==> config.mk <==
export PLATFORM = sky130hd
export DESIGN_NAME = lfsr_seq_ctrl
export DESIGN_NICKNAME = d
export VERILOG_FILES = /design/src/rtl/lfsr_seq_ctrl.sv
export SDC_FILE = /design/constraint.sdc
export NUM_CORES = 1
export LEC_CHECK = 0
export BUFFER_PORTS_ARGS = -buffer_cell sky130_fd_sc_hd__buf_2
export CORE_MARGIN = 2
export CORE_UTILIZATION = 40
export CTS_BUF_LIST = sky130_fd_sc_hd__clkbuf_4 sky130_fd_sc_hd__clkbuf_8
export DETAILED_ROUTE_END_ITERATION = 10
export PLACE_DENSITY_LB_ADDON = 0.12
export SYNTH_ARGS = -nofsm -noshare
export SYNTH_HDL_FRONTEND = slang
export SYNTH_SLANG_ARGS = --single-unit
==> constraint.sdc <==
create_clock -name Clk_CI -period 5 [get_ports Clk_CI]
set_input_delay 0.75 -clock Clk_CI [delete_from_list [all_inputs] [get_ports Clk_CI]]
set_output_delay 0.75 -clock Clk_CI [all_outputs]
set_load 0.02 [all_outputs]
==> src/rtl/lfsr_seq_ctrl.sv <==
// Sequencer for an external degree-11 LFSR: seeds it, steps it once per collected bit
// and packs the serial output into OUT_W-bit words with valid/ready backpressure and abort.
module lfsr_seq_ctrl #(
  parameter int unsigned DEGREE = 11,
  parameter int unsigned OUT_W  = 8,
  parameter int unsigned CNT_W  = 16
) (
  input  logic              Clk_CI,
  input  logic              Rst_RI,
  input  logic              ReqValid_SI,
  output logic              ReqReady_SO,
  input  logic [DEGREE-1:0] Seed_DI,
  input  logic [CNT_W-1:0]  NumBits_DI,
  input  logic              Abort_SI,
  output logic              LfsrWrEn_SO,
  output logic              LfsrSeedWr_SO,
  output logic [DEGREE-1:0] LfsrSeed_DO,
  input  logic              LfsrBit_DI,
  output logic              OutValid_SO,
  input  logic              OutReady_SI,
  output logic [OUT_W-1:0]  OutWord_DO,
  output logic              OutLast_SO,
  output logic              Busy_SO
);

  localparam int unsigned IDX_W = (OUT_W > 1) ? $clog2(OUT_W) : 1;

  typedef enum logic [2:0] {
    S_IDLE  = 3'd0,
    S_LOAD  = 3'd1,
    S_PRIME = 3'd2,
    S_RUN   = 3'd3,
    S_DRAIN = 3'd4
  } state_e;

  state_e             state_q, state_d;
  logic [DEGREE-1:0]  seed_q, seed_d;
  logic [CNT_W-1:0]   num_q, num_d;
  logic [CNT_W-1:0]   cnt_q, cnt_d;
  logic [IDX_W-1:0]   idx_q, idx_d;
  logic [OUT_W-1:0]   pack_q, pack_d;
  logic [OUT_W-1:0]   word_q, word_d;
  logic               valid_q, valid_d;
  logic               last_q, last_d;

  logic               wr_en;
  logic               seed_wr;
  logic               last_bit;
  logic               word_done;
  logic [OUT_W-1:0]   sample_word;

  always_ff @(posedge Clk_CI or posedge Rst_RI) begin
    if (Rst_RI) begin
      state_q <= S_IDLE;
      seed_q  <= '0;
      num_q   <= '0;
      cnt_q   <= '0;
      idx_q   <= '0;
      pack_q  <= '0;
      word_q  <= '0;
      valid_q <= 1'b0;
      last_q  <= 1'b0;
    end else begin
      state_q <= state_d;
      seed_q  <= seed_d;
      num_q   <= num_d;
      cnt_q   <= cnt_d;
      idx_q   <= idx_d;
      pack_q  <= pack_d;
      word_q  <= word_d;
      valid_q <= valid_d;
      last_q  <= last_d;
    end
  end

  always_comb begin
    state_d     = state_q;
    seed_d      = seed_q;
    num_d       = num_q;
    cnt_d       = cnt_q;
    idx_d       = idx_q;
    pack_d      = pack_q;
    word_d      = word_q;
    valid_d     = valid_q;
    last_d      = last_q;
    wr_en       = 1'b0;
    seed_wr     = 1'b0;
    sample_word = pack_q;
    last_bit    = (cnt_q == (num_q - CNT_W'(1)));
    word_done   = (idx_q == IDX_W'(OUT_W - 1)) || last_bit;

    // Output register drains independently; a new word may reload it below.
    if (valid_q && OutReady_SI) begin
      valid_d = 1'b0;
      last_d  = 1'b0;
    end

    case (state_q)
      S_IDLE: begin
        if (ReqValid_SI && !Abort_SI) begin
          seed_d = Seed_DI;
          num_d  = NumBits_DI;
          cnt_d  = '0;
          idx_d  = '0;
          pack_d = '0;
          if (NumBits_DI != '0) state_d = S_LOAD;
        end
      end
      S_LOAD: begin
        wr_en   = 1'b1;
        seed_wr = 1'b1;
        state_d = S_PRIME;
      end
      S_PRIME: begin
        wr_en   = 1'b1;
        state_d = S_RUN;
      end
      S_RUN: begin
        // Freeze the LFSR only when this bit would need an output slot that is still occupied.
        wr_en = !(word_done && valid_q && !OutReady_SI);
        if (wr_en) begin
          sample_word[idx_q] = LfsrBit_DI;
          cnt_d = cnt_q + CNT_W'(1);
          if (word_done) begin
            word_d  = sample_word;
            valid_d = 1'b1;
            last_d  = last_bit;
            pack_d  = '0;
            idx_d   = '0;
          end else begin
            pack_d = sample_word;
            idx_d  = idx_q + IDX_W'(1);
          end
          if (last_bit) state_d = S_DRAIN;
        end
      end
      S_DRAIN: begin
        if (valid_q && last_q && OutReady_SI) state_d = S_IDLE;
      end
      default: state_d = S_IDLE;
    endcase

    // Abort drops everything in flight, including a pending output word.
    if (Abort_SI && (state_q != S_IDLE)) begin
      state_d = S_IDLE;
      wr_en   = 1'b0;
      seed_wr = 1'b0;
      valid_d = 1'b0;
      last_d  = 1'b0;
      pack_d  = '0;
      idx_d   = '0;
      cnt_d   = '0;
    end
  end

  assign ReqReady_SO   = (state_q == S_IDLE) && !Abort_SI;
  assign Busy_SO       = (state_q != S_IDLE);
  assign LfsrWrEn_SO   = wr_en;
  assign LfsrSeedWr_SO = seed_wr;
  assign LfsrSeed_DO   = seed_q;
  assign OutValid_SO   = valid_q;
  assign OutWord_DO    = word_q;
  assign OutLast_SO    = last_q;

endmodule
# [Word level (Yosys, flattened, before mapping)]
# Cells that the tools add are included.
[op_classes] bitwise_logic=1 n_reduce_logical=22 addsub=3 n_lt_le_gt_ge=2 n_eq_ne=11 mux=38
[op_table] cell="16-bit two-way mux" n=3
[op_table] cell="8-bit two-way mux" n=4
[op_table] cell="16-bit case mux with 2 select lines" n=1
[op_table] cell="3-bit two-way mux" n=10
[op_table] cell="16-bit by 1-bit adder with 16-bit output (second input constant)" n=1
[op_table] cell="16-bit == test" n=1
[op_table] cell="8-bit case mux with 2 select lines" n=1
[op_table] cell="16-bit nonzero test" n=1
[op_table] cell="16-bit by 1-bit subtractor with 16-bit output (second input constant)" n=1
[op_table] cell="3-bit != test (second input constant)" n=5
[op_table] cell="3-bit case mux with 5 select lines" n=1
[op_table] cell="1-bit two-way mux" n=14
[op_table] cell="1-bit logical AND" n=9
[op_table] cell="8-bit bitwise mux" n=1
[op_table] cell="3-bit by 2-bit == test with 1-bit output (second input constant)" n=2
[op_table] cell="3-bit == test (second input constant)" n=2
[op_table] cell="3-bit case mux with 2 select lines" n=1
[op_table] cell="3-bit AND reduction" n=2
[op_table] cell="3-bit nonzero test" n=2
[op_table] cell="5-bit AND reduction" n=1
[op_table] cell="3-bit by 4-bit less-than comparator with 1-bit output (second input constant)" n=1
[op_table] cell="3-bit by 1-bit adder with 3-bit output (second input constant)" n=1
[op_table] cell="1-bit demux with 3-bit select" n=1
[op_table] cell="3-bit by 1-bit == test with 1-bit output (second input constant)" n=1
[op_table] cell="8 further kinds" n=10
[totals] input_bits=33 output_inout_bits=25 ff_bits=67

# [Depth between registers and ports, before layout]
[logic_depth] ltp_word=9 ltp_mapped=13

# [Worst setup path before layout]
# OpenSTA, ideal clock, no wires.
[synth_timing] kind="reg-to-output" startpoint="reg num_q[3]" endpoint="out LfsrWrEn_SO" stages_incl_launch_ff=10 t_arrival_ns=2.837 n_path_buf=2 path_slack_ns=1.413 path_cell_list="dfrtp_1 or4_1 buf_2 or4b_4 o31a_1 o22ai_1 o41a_1 buf_6 nor2_1 a31oi_1"
[synth_between] elab_chain_cells=8
[synth_lines] element="start, declared" line="38" source="logic [CNT_W-1:0] num_q, num_d;"
[synth_lines] element="start signal, assigned" line="66" source="num_q <= num_d;"
[synth_lines] element="16-bit by 1-bit subtractor with 16-bit output" line="89" source="last_bit = (cnt_q == (num_q - CNT_W'(1)));"
[synth_lines] element="16-bit == test" line="89"
[synth_lines] element="1-bit logical OR" line="90" source="word_done = (idx_q == IDX_W'(OUT_W - 1)) || last_bit;"
[synth_lines] element="1-bit logical AND (2 in a row)" line="120" source="wr_en = !(word_done && valid_q && !OutReady_SI);"
[synth_lines] element="1-bit zero test" line="120"
[synth_lines] element="1-bit case mux with 2 select lines" line="98" source="case (state_q)"
[synth_lines] element="1-bit two-way mux" line="144" source="if (Abort_SI && (state_q != S_IDLE)) begin"
[synth_lines] element="end, declared" line="15" source="output logic LfsrWrEn_SO,"
# No other way between the ends.

# [Worst setup path in the final report]
# Ends and elaborated chain as after synthesis.

==> results <==
- The flow ran to the end, and the final reports show no timing, DRC or antenna violations.
- In this run the post-CTS setup repair buffer count came out at 0.
- The number of input and output port buffers inserted is 57.
- The clock period minus final worst setup slack is ~4.3 ns.
- On the final layout, the worst hold slack is 0.477 ns.
- The final max-slew violation count was 0.
- The horizontal die dimension is between 100 and 150 um.
- The clock tree synthesis step divided the H-tree into 3 levels.
- The cell sitting at the root of the clock tree is a sky130_fd_sc_hd__clkbuf_8.
- The largest clock skew in the final design is 0.0125 ns.
- The final total negative setup slack is 0 ns.
- Global routing finished with a remaining overflow of 0.
- In the final design database the tool counted 465 nets.
- The count of nets left with antenna violations once routing finished came out at 0.
- The number of setup violations in the final report is 0.
- For the pin with the worst max-slew slack, the measured transition is 1.11 ns.
- The commonest non-fill, non-tap cell in the layout is sky130_fd_sc_hd__dfrtp_1.
- The later pin in the worst-skew pair is clocked with a latency of 0.34 ns.
- The startpoint type of the worst setup path is a flop.
- The layout overhead on the synthesized area is 16.0%.
- After floorplanning, the core was divided into 35 placement rows.
- The post-synth net total is approximately 420.
- The number of enable flip-flop cells after synthesis is 0.
- The area fraction of the dominant cell type after synthesis is 0.448.
- Dividing the detail-routed via count by the number of cells gives between 5 and 6.
- Dividing the final minimum period by the clock period gives 0.856.
- The mapped netlist covers between 0.003 and 0.004 mm2.
- In the final layout, the share of cells above drive strength 1 is 0.261.
- The number of buffers created by CTS is 9.
- Measured along the y axis, the die boundary spans 101 um.
- The maximum number of pins on one net before global-route repair is 36.
- The worst-case IR drop observed on VDD is 265 uV.
- The number of gates resized after CTS was 0.
- The type of destination of the critical path is an output port.
- The HPWL after detailed placement is ~6 mm.
- The length of the first detailed-routing pass in iterations is 4.
- Synthesis produced 381 cells.
- Headroom to the max-slew limit came out at 0.257.
- The placer's final routability congestion estimate is between 0.8 and 0.9.
- The static power due to leakage is about 1.9 nW.
- The post-synthesis cell type with the largest combined area is sky130_fd_sc_hd__dfrtp_1.
- In this run the mean area of a mapped cell was 9.83 um2.
- Across every metal layer, demand over resource in global routing totals 0.180.
- The critical path start-end classification is reg -> out.
- No sink is reached through more buffers than the 2 on the longest clock path.
- The number of antenna violations at the first check in global routing is 0.
- The first routing iteration left 91 violations.
- After synthesis, the cell types taking the most area are sky130_fd_sc_hd__dfrtp_1 (45%), sky130_fd_sc_hd__mux2_2 (8.4%), sky130_fd_sc_hd__nand2_1 (4.3%).
- Setup repair after global routing left no endpoint under its margin.
- The DRC violation count after routing is 0.
- After detailed routing, the average wire length per cell comes to 15.9 um.
- The number of max-cap violations is 0.
- The clock slew seen by the registers of the worst setup and hold paths is ~0.08 ns.
- The number of sinks driven by the clock tree is 67.
- The first global-routing pass estimated 14.4 mm of wire.
- The total I/O pin count is just under 60.
- The most used flip-flop cell after synthesis is sky130_fd_sc_hd__dfrtp_1.
- The CTS tree is built.
- The arrival time reported for the critical path endpoint is approximately 3.5 ns.
- In this run, post-CTS hold repair placed 0 buffers.
- Counting distinct cell types in the post-synthesis netlist gives 54.
- Wires add up to 8.65 mm.
- Leaving out fill and tap cells, the most frequent cells in the layout are sky130_fd_sc_hd__dfrtp_1 (67), sky130_fd_sc_hd__buf_2 (57), sky130_fd_sc_hd__nand2_1 (43).
- Data on the critical path is required at its endpoint by between 4 and 5 ns.
- The floorplan die area is 0.0101 mm2.
- For this design the ratio of total power to cell area is 490 mW/mm2.
- Of all nets on the critical path, the largest fanout is 10.
- The repair_antennas step left the layout with diodes totalling 0.
- The number of global-route vias before repair came to 2,939.
- The peak clock frequency supported by timing is ~0.23 GHz.
- The effective utilization at floorplan is 0.409.
- After synthesis the netlist holds a flip-flop and latch count of 67.
- The total count of hold-check failures in the final report was 0.
- The number of synthesis warnings is 0.
- The setup slack at placement is 1.06 ns.
- The proportion of synthesized chip area in sequential cells is 0.448.
- The min-delay analysis places its worst path in the category reg -> reg.
- The share of async-settable or async-resettable flops after synthesis is 1.00.
- The placeable core area is 0.00915 mm2.
- The number of vias in the routed layout is 3,033.
- The final setup slack of the worst path is 0.721 ns.
[per-layer routing]
layer | track usage | part of all wire | up-vias
met2 | 0.286 | 0.47 | 53
met1 | 0.248 | 0.48 | 1452
met4 | 0.0548 | 0.014 | 0
met5 | 0 | 0 | -
met3 | 0.0368 | 0.033 | 12
li1 | - | - | 1516
[cell usage after synthesis, drive strengths merged (2+ instances only)]
master / number
a211o: 3
a211oi: 2
a21boi: 2
a21oi: 16
a31o: 2
a31oi: 4
a32o: 2
a32oi: 2
and2: 3
and3: 4
and4: 2
buf: 7
clkbuf: 17
dfrtp: 67
ha: 4
inv: 8
mux2: 28
mux2i: 11
nand2: 43
nand2b: 4
nand3: 15
nand3b: 3
nand4: 4
nor2: 12
nor2b: 4
nor3: 6
nor3b: 2
nor4: 10
nor4b: 3
o211ai: 14
o21ai: 25
o221ai: 2
o22ai: 3
o31ai: 2
or3: 7
or4: 11
xnor2: 13
xor2: 3
[path summary, 6_finish.rpt]
kind / slack, ns / depth (start not counted) / to / start
max reg2reg: 1.33 / 8 / cnt_q[9]$_DFFE_PP0P_ / num_q[3]$_DFFE_PP0P_
max: 0.72 / 8 / LfsrWrEn_SO / num_q[3]$_DFFE_PP0P_
min: 0.48 / 2 / OutWord_DO[3]$_DFFE_PP0P_ / OutWord_DO[3]$_DFFE_PP0P_
min in group asynchronous: 0.52 / 2 / OutWord_DO[1]$_DFFE_PP0P_ / Rst_RI
max in group asynchronous: 3.57 / 3 / cnt_q[15]$_DFFE_PP0P_ / Rst_RI
min reg2reg: 0.48 / 2 / OutWord_DO[3]$_DFFE_PP0P_ / OutWord_DO[3]$_DFFE_PP0P_
[cell type report]
cell class	instances	area [um2]
clock buffers	11	151
clock inverters	5	108
fillers	885	4810
inverters	8	30.0
multi-input cells	282	1930
flip-flops and latches	67	1680
well taps	111	139
repair buffers	60	308
[stage by stage]
step / cells / utilization / total power, W / instance area, um2
final: 544 / 0.475 / 0.00213 / 4340
after global routing: 544 / 0.475 / 0.00226 / 4340
after CTS: 544 / 0.475 / 0.00215 / 4340
after detailed placement: 528 / 0.446 / 0.00156 / 4090
after global placement: 528 / 0.446 / 0.00155 / 4090
after floorplan: 381 / - / 0.00136 / 3740
[worst max-delay path: stages (launching register included)]
cell and delay (ns):
sky130_fd_sc_hd__dfrtp_1 0.45, sky130_fd_sc_hd__or4_1 0.69, sky130_fd_sc_hd__or4b_4 0.59, sky130_fd_sc_hd__o31a_1 0.26, sky130_fd_sc_hd__o22ai_1 0.25, sky130_fd_sc_hd__o41a_1 0.44, sky130_fd_sc_hd__nor2_1 0.12, sky130_fd_sc_hd__a31oi_1 0.20
sky130_fd_sc_hd__buf_2 0.19
[state kept, by name, summed over array words and instances (netlist names)]
name and flops:
pack_q 8, idx_q 3, LfsrSeed_DO 11, OutValid_SO 1, OutWord_DO 8, state_q 3, OutLast_SO 1, num_q 16
cnt_q 16
[cell families (layout without fill, tap and decap cells)]
logic type / after synthesis / after routing / share of synthesized area
multiplexers: 39 / 39 / 0.114
AO/OA/AOI/OAI: 87 / 87 / 0.154
flip-flops: 67 / 67 / 0.448
XOR/XNOR: 16 / 16 / 0.0374
AND/OR/NAND/NOR: 136 / 136 / 0.197
adder cells (fa/ha/maj): 4 / 4 / 0.0134
buffers and inverters: 32 / 84 / 0.0374
[power by group]
part | leakage, nW | switching, W | internal [W]
registers | 0.865 | 0.000161 | 0.000675
clock network | 0.130 | 0.000219 | 0.000361
logic | 0.887 | 0.000394 | 0.000321
total | 1.88 | 0.000774 | 0.00136
No activity file was read; power rests on OpenSTA's default activity.
